[src/rtl/bus_addr_receiver_pkg.sv]
// Shared CPU datapath types used by the bus address receiver and its interface.
package cpu_pkg;

  localparam int unsigned ADDR_W = 16;

  typedef logic [ADDR_W-1:0] addr_t;
  typedef logic [7:0]        byte_t;

  typedef enum logic {
    IDLE,
    HAVE_LOW
  } addr_rx_state_t;

endpackage

[src/rtl/bus_addr_receiver_if.sv]
// Data-bus side of the address receiver: load/inc strobes in, assembled address out.
interface bus_addr_receiver_if;

  cpu_pkg::byte_t i_bus;
  logic           i_load;
  logic           i_loadLow;
  logic           i_loadHigh;
  logic           i_inc;
  logic           i_abort;
  cpu_pkg::addr_t o_addr;
  logic           o_pending;
  logic           o_valid;
  logic           o_carry;

  modport master (
    output i_bus, i_load, i_loadLow, i_loadHigh, i_inc, i_abort,
    input  o_addr, o_pending, o_valid, o_carry
  );

  modport slave (
    input  i_bus, i_load, i_loadLow, i_loadHigh, i_inc, i_abort,
    output o_addr, o_pending, o_valid, o_carry
  );

endinterface

[src/rtl/bus_addr_receiver.sv]
// Assembles bytes from the shared data bus into the 16-bit memory address register,
// with sequenced two-beat loads, direct half loads and post-increment.
module bus_addr_receiver
  import cpu_pkg::*;
#(
  parameter addr_t RESET_ADDR = 16'h0000,
  parameter bit    WRAP_FLAG  = 1'b1
) (
  input  logic                i_clk,
  input  logic                i_reset,
  bus_addr_receiver_if.slave  bus
);

  addr_rx_state_t state_q, state_d;
  byte_t          stage_q, stage_d;
  addr_t          addr_q,  addr_d;
  logic           valid_q, valid_d;
  logic           await_hi_q, await_hi_d;
  logic           carry_q, carry_d;
  logic           complete;
  logic [ADDR_W:0] inc_sum;

  assign complete = (state_q == HAVE_LOW) && bus.i_load;
  assign inc_sum  = {1'b0, addr_q} + {{ADDR_W{1'b0}}, 1'b1};

  always_ff @(posedge i_clk) begin
    if (i_reset) begin
      state_q    <= IDLE;
      stage_q    <= '0;
      addr_q     <= RESET_ADDR;
      valid_q    <= 1'b1;
      await_hi_q <= 1'b0;
      carry_q    <= 1'b0;
    end else begin
      state_q    <= state_d;
      stage_q    <= stage_d;
      addr_q     <= addr_d;
      valid_q    <= valid_d;
      await_hi_q <= await_hi_d;
      carry_q    <= carry_d;
    end
  end

  always_comb begin
    state_d    = state_q;
    stage_d    = stage_q;
    addr_d     = addr_q;
    valid_d    = valid_q;
    await_hi_d = await_hi_q;
    carry_d    = 1'b0;

    // Address update priority: sequenced completion, direct loads, increment.
    // await_hi_q only matters while valid_q is low: it names the half still missing.
    if (complete) begin
      addr_d  = {bus.i_bus, stage_q};
      valid_d = 1'b1;
    end else if (bus.i_loadLow && bus.i_loadHigh) begin
      addr_d  = {bus.i_bus, bus.i_bus};
      valid_d = 1'b1;
    end else if (bus.i_loadLow) begin
      addr_d[7:0] = bus.i_bus;
      valid_d     = !valid_q && !await_hi_q;
      await_hi_d  = 1'b1;
    end else if (bus.i_loadHigh) begin
      addr_d[ADDR_W-1:8] = bus.i_bus;
      valid_d            = !valid_q && await_hi_q;
      await_hi_d         = 1'b0;
    end else if (bus.i_inc) begin
      addr_d  = inc_sum[ADDR_W-1:0];
      carry_d = WRAP_FLAG && inc_sum[ADDR_W];
    end

    case (state_q)
      IDLE: begin
        if (bus.i_load) begin
          stage_d = bus.i_bus;
          state_d = HAVE_LOW;
        end
      end
      HAVE_LOW: begin
        if (bus.i_load || bus.i_abort) state_d = IDLE;
      end
      default: state_d = IDLE;
    endcase
  end

  assign bus.o_addr    = addr_q;
  assign bus.o_pending = (state_q == HAVE_LOW);
  assign bus.o_valid   = valid_q;
  assign bus.o_carry   = carry_q;

endmodule

[src/flat_wrapper.sv]
// flat-port wrapper written by rule: the top's interface ports become plain ports
module bus_addr_receiver_flat import cpu_pkg::*;
#(
  parameter addr_t RESET_ADDR = 16'h0000,
  parameter bit    WRAP_FLAG  = 1'b1
)
  (i_clk, i_reset, bus_i_bus, bus_i_load, bus_i_loadLow, bus_i_loadHigh, bus_i_inc, bus_i_abort, bus_o_addr, bus_o_pending, bus_o_valid, bus_o_carry);
  bus_addr_receiver_if bus_i ();
  input  logic i_clk;
  input  logic i_reset;
  input wire logic [$bits(bus_i.i_bus)-1:0] bus_i_bus;
  input wire logic [$bits(bus_i.i_load)-1:0] bus_i_load;
  input wire logic [$bits(bus_i.i_loadLow)-1:0] bus_i_loadLow;
  input wire logic [$bits(bus_i.i_loadHigh)-1:0] bus_i_loadHigh;
  input wire logic [$bits(bus_i.i_inc)-1:0] bus_i_inc;
  input wire logic [$bits(bus_i.i_abort)-1:0] bus_i_abort;
  output wire logic [$bits(bus_i.o_addr)-1:0] bus_o_addr;
  output wire logic [$bits(bus_i.o_pending)-1:0] bus_o_pending;
  output wire logic [$bits(bus_i.o_valid)-1:0] bus_o_valid;
  output wire logic [$bits(bus_i.o_carry)-1:0] bus_o_carry;
  assign bus_i.i_bus = bus_i_bus;
  assign bus_i.i_load = bus_i_load;
  assign bus_i.i_loadLow = bus_i_loadLow;
  assign bus_i.i_loadHigh = bus_i_loadHigh;
  assign bus_i.i_inc = bus_i_inc;
  assign bus_i.i_abort = bus_i_abort;
  assign bus_o_addr = bus_i.o_addr;
  assign bus_o_pending = bus_i.o_pending;
  assign bus_o_valid = bus_i.o_valid;
  assign bus_o_carry = bus_i.o_carry;
  bus_addr_receiver #(.RESET_ADDR(RESET_ADDR), .WRAP_FLAG(WRAP_FLAG)) u_core (.i_clk(i_clk), .i_reset(i_reset), .bus(bus_i));
endmodule
[config.mk]
export PLATFORM = sky130hd
export DESIGN_NAME = bus_addr_receiver_flat
export DESIGN_NICKNAME = d
export VERILOG_FILES = /design/src/rtl/bus_addr_receiver_pkg.sv /design/src/rtl/bus_addr_receiver_if.sv /design/src/rtl/bus_addr_receiver.sv /design/src/flat_wrapper.sv
export SDC_FILE = /design/constraint.sdc
export NUM_CORES = 1
export LEC_CHECK = 0
export BUFFER_PORTS_ARGS = -buffer_cell sky130_fd_sc_hd__buf_2
export CAP_MARGIN = 20
export CORE_ASPECT_RATIO = 0.7
export CORE_MARGIN = 8
export CORE_UTILIZATION = 37
export DETAILED_ROUTE_END_ITERATION = 7
export PLACE_DENSITY = 0.63
export SKIP_LAST_GASP = 1
export SLEW_MARGIN = 15
export SYNTH_ARGS = -nofsm -noshare
export SYNTH_HDL_FRONTEND = slang
export SYNTH_SLANG_ARGS = --single-unit
[constraint.sdc]
create_clock -name i_clk -period 2.3 [get_ports i_clk]
set_input_delay 0.46 -clock i_clk [delete_from_list [all_inputs] [get_ports i_clk]]
set_output_delay 0.46 -clock i_clk [all_outputs]
set_load 0.05 [all_outputs]
### Word level (Yosys, flattened, before mapping)

Index checks and enable logic that the tools add are counted.

| word-level totals | value |
|---|---|
| bits in registers | 28 |
| input bits | 15 |
| output and inout port bits | 19 |
| word-level logic and storage cells | 44 |

| operators by class | value |
|---|---|
| $add $sub $neg | 1 |
| equal/unequal tests | 2 |
| mux-type cells | 14 |
| bitwise operators | 4 |
| reductions and logical operators | 16 |

Operators with widths:

| operator | count |
|---|---|
| 16-bit 2-to-1 mux | 3 |
| 8-bit 2-to-1 mux | 4 |
| 16-bit by 1-bit adder with 17-bit output (second input constant) | 1 |
| 4-bit nonzero test | 2 |
| 1-bit 2-to-1 mux | 6 |
| 2-bit AND reduction | 3 |
| 6-bit OR reduction | 1 |
| 1-bit logical AND | 4 |
| 4-bit by 2-bit inequality test with 1-bit output (second input constant) | 1 |
| 1-bit inverter | 4 |
| 3-bit by 1-bit inequality test with 1-bit output (second input constant) | 1 |
| 3-bit AND reduction | 1 |
| 3-bit OR reduction | 1 |
| 1-bit logical NOT | 2 |
| 1-bit case mux with 2 select lines | 1 |
| 2-bit nonzero test | 1 |
| 1-bit logical OR | 1 |

### Depth between registers and ports, before layout

| logic depth | value |
|---|---|
| depth in word-level cells | 6 |
| depth in mapped cells | 7 |
| mapped depth without buffers | 5 |

### Worst setup path before layout

No wires, ideal clock.

| path | value |
|---|---|
| path type | register -> register |
| start | register u_core.addr_q[2], in the netlist u_core.bus.o_addr[2] |
| end | register u_core.addr_q[15], in the netlist u_core.bus.o_addr[15] |
| library setup time | 0.088 ns |
| arrival | 2.018 ns |
| data required time | 2.212 ns |
| slack | 0.194 ns |
| cell stages (with the launch flop) | 6 |
| path buffers | 1 |
| clock period less this slack | 2.106 ns |
| cells stage by stage | dfxtp_1 buf_4 nand3_1 or3_4 or3_1 a311oi_2 |

| on the way | value |
|---|---|
| word-level cells in the longest chain between the ends | 6 |

Ends and longest elaborated chain:

| what | line | source |
|---|---|---|
| start: declaration | bus_addr_receiver.sv:16 | `addr_t addr_q, addr_d;` |
| start signal: assignment | bus_addr_receiver.sv:37 | `addr_q <= addr_d;` |
| 16-bit by 1-bit adder with 17-bit output | bus_addr_receiver.sv:24 | `assign inc_sum = {1'b0, addr_q} + {{ADDR_W{1'b0}}, 1'b1};` |
| 16-bit 2-to-1 mux | bus_addr_receiver.sv:68 | `end else if (bus.i_inc) begin` |
| 8-bit 2-to-1 mux | bus_addr_receiver.sv:64 | `end else if (bus.i_loadHigh) begin` |
| 8-bit 2-to-1 mux | bus_addr_receiver.sv:60 | `end else if (bus.i_loadLow) begin` |
| 16-bit 2-to-1 mux | bus_addr_receiver.sv:57 | `end else if (bus.i_loadLow && bus.i_loadHigh) begin` |
| 16-bit 2-to-1 mux | bus_addr_receiver.sv:54 | `if (complete) begin` |

Every way passes these cells. The select of a mux whose other input is x is not followed.
A chain may end at the register's enable or synchronous reset.

### Final worst setup path

| path | value |
|---|---|
| start | register u_core.addr_q[3], in the netlist u_core.bus.o_addr[3] |
| end | register u_core.addr_q[15], in the netlist u_core.bus.o_addr[15] |

Same word-level chain as after synthesis.

==> key figures <==
Status
  – Status: completed

Route
  – Routed WL: 4110 um
  – Vias per inst: 5.38
  – Via count: 1,443
  – WL/cell: 15.3 um
  – # DRC: 0
  – Routed Antenna Nets: 0
  – 1st-pass router iterations: 4
  – Number of DRC markers in iteration 0: 80

Floorplan
  – CORE AREA: 0.00390 mm2
  – Row count: 19
  – Die width: 91.9 um
  – Die area: 0.00636 mm2
  – Starting density of the core: 0.383
  – Top-Level Pins: 34
  – Die height: 69.2 um

Timing
  – Worst Max-Slew Pin Slew: 0.558 ns
  – Final setup viols: 0
  – Final Max Slew Viols: 0
  – Crit share post-route: 0.788
  – Max Clk Rate: 552 MHz
  – Min cycle time layout: 1.81 ns
  – Clock skew: 0.00524 ns
  – Final Hold Viols: 0
  – Slew margin rel.: 0.628
  – Unrepaired setup endpoints after global routing: no
  – TNS Setup: 0 ns
  – Worst hold margin: 0.445 ns

Logic synthesis
  – Post-Syn Area: 0.00149 mm2
  – Synth cell types: 39
  – Post-synth ARST share: 0
  – Ys flop type: dfxtp_1
  – Mapped Avg Cell Area: 7.95 um2
  – Post-synthesis sequential area ratio: 0.375
  – Gate Count Post-Synth: 188
  – EDFF count, synth: 0
  – #FFs+latches synth: 28
  – Warnings from Yosys: 0
  – Syn Nets: 204

Clocking
  – Worst-Skew Late Latency: 0.28 ns
  – Clock slew seen by the registers of the worst setup and hold paths: 0.10 ns
  – Setup Fix Bufs, Post-CTS: 0
  – CTS sink cnt: 28
  – CTS Hold Bufs: 0
  – Root buf cell: clkbuf_8
  – H-tree depth: 1
  – CTS tree: yes
  – Clock buffer count from CTS: 3
  – Resized cells post-CTS: 0
  – Clock buffer depth: 2

Global routing
  – Vias in the first global route: 1,305
  – Grt total ovfl: 0
  – Gr usage total: 0.126
  – Initial antenna violation count: 0
  – Largest net degree at the start of global routing: 30
  – First-pass GRT wire length: 6660 um

Final layout
  – Share of layout cells above drive strength 1: 0.204
  – Post-route cell area: 0.00175 mm2
  – Layout Nets: 233
  – Post-layout util: 0.448
  – ANT cells: 0
  – Register area: 561 um2
  – Multi-input logic area: 868 um2
  – Layout fillers: 393
  – Area Growth Syn to Fin: 17.0%

Critical path
  – Path type of the worst setup path: reg -> reg
  – R2R Path End: u_core.bus.o_addr[15]
  – Reg2reg setup slack: 0.49 ns
  – Crit path launch: u_core.bus.o_addr[3]
  – Crit path arrival time: 2.01 ns
  – WP data required: 2.49 ns
  – Setup crit start kind: flop
  – R2r worst-path depth: 4
  – Worst r2r src: u_core.bus.o_addr[3]
  – CP endpoint kind: flop
  – CP Max Fanout: 8

Min path
  – Min-Delay Startpoint: bus_i_bus[5]
  – Hold path depth: 3
  – WHS Endpoint: u_core.stage_q[5]
  – Worst Hold Class: in -> reg

Power
  – PD cells: 651 mW/mm2
  – Worst vdd ir: 286 uV
  – Total leakage power: 0.000689 uW

Flow run
  – Max-Cap Viols: 0

Place
  – Port Buf Inserts: 33
  – HPWL after detailed placement: 3070 um
  – Placed Area: 0.00169 mm2
  – GP Congestion: 0.802
## registers in the layout, summed over array words and instances (netlist names)
name / cells
u_core.bus.o_pending: 1
u_core.await_hi_q: 1
u_core.stage_q: 8
u_core.bus.o_carry: 1
u_core.bus.o_addr: 16
u_core.bus.o_valid: 1
## layer usage
metal / part of all wire / routed length (um) / vias up / track usage
met1: 0.54 / 2220 / 659 / 0.185
met2: 0.39 / 1600 / 42 / 0.172
li1: - / - / 740 / -
met5: 0 / 0 / - / 0
met4: 0.0044 / 18 / 0 / 0.0160
met3: 0.066 / 273 / 2 / 0.0432
## kinds of logic (layout without fill, tap and decap cells)
group	count (synthesis)	after routing	synth area share
fa+ha+maj	1	1	0.00837
mux	3	3	0.0201
compound gates	49	49	0.205
flops	28	28	0.375
xor+xnor	10	10	0.0586
buf+inv	15	43	0.0435
simple gates	82	82	0.289
## where the power goes
| group | leakage (uW) | total (uW) | internal, uW | switching (uW) |
|---|---|---|---|---|
| Combinational | 0.000429 | 269 | 81.0 | 188 |
| Sequential | 0.000231 | 562 | 520 | 42.2 |
| Clock | 0.0000288 | 307 | 153 | 154 |
| Total | 0.000689 | 1140 | 754 | 384 |
## through the flow
| stage | cells | setup slack, ns | total power (uW) |
|---|---|---|---|
| after detailed placement | 264 | 0.389 | 841 |
| after global routing | 268 | 0.411 | 1190 |
| after global placement | 264 | 0.416 | 840 |
| final | 268 | 0.488 | 1140 |
| after floorplan | 188 | 0.194 | 764 |
| after CTS | 268 | 0.498 | 1150 |
## worst max-delay path, cell delays in order (launching register included)
cell and delay, ns:
dfxtp_1 0.53, nand4_4 0.20, or3_4 0.41, or3_1 0.36, a311oi_2 0.23
## Yosys cell counts (2+ instances only)
cell type,count,area [um2]
o21ai_0,9,45.0
nand4_1,3,18.8
xnor2_1,7,61.3
inv_1,3,11.3
nand2b_1,3,18.8
a211oi_1,9,67.6
xor2_1,3,26.3
mux2i_1,3,30.0
nor2b_1,2,12.5
o31ai_1,2,15.0
nand4b_1,2,17.5
nor3_1,2,10.0
nor4_1,5,31.3
o211ai_1,3,22.5
dfxtp_1,28,561
nor2_1,15,56.3
a21oi_1,19,95.1
buf_4,2,15.0
and3_1,3,18.8
a21o_1,2,15.0
or3_1,3,18.8
nand2_1,27,101
clkbuf_1,9,33.8
nand3_1,9,45.0
## worst max-delay path by stage
stage	end	slack, ns
floorplan	u_core.bus.o_addr[15]	0.19
global placement	u_core.bus.o_addr[15]	0.42
detailed placement	u_core.bus.o_addr[15]	0.39
CTS	u_core.bus.o_addr[15]	0.50
global route	u_core.bus.o_addr[15]	0.41
finish	u_core.bus.o_addr[15]	0.49
## layout by cell type (no fill, tap or decap), types with 4 or more instances in the layout
master | Yosys | layout
nand2_1 | 27 | 27
a211oi_1 | 9 | 9
dfxtp_1 | 28 | 28
o21ai_0 | 9 | 9
nor2_1 | 15 | 15
buf_2 | 0 | 33
a21oi_1 | 19 | 19
clkbuf_8 | 0 | 4
xnor2_1 | 7 | 7
nand3_1 | 9 | 9
nor4_1 | 5 | 5
## final cells by class
type / instances / share of cell area
Clock buffer: 4 / 0.0315
Inverter: 3 / 0.00644
Multi-Input combinational cell: 145 / 0.497
Sequential cell: 28 / 0.321
Tap cell: 52 / 0.0372
Timing Repair Buffer: 36 / 0.107
(Power assumes the default switching activity.)
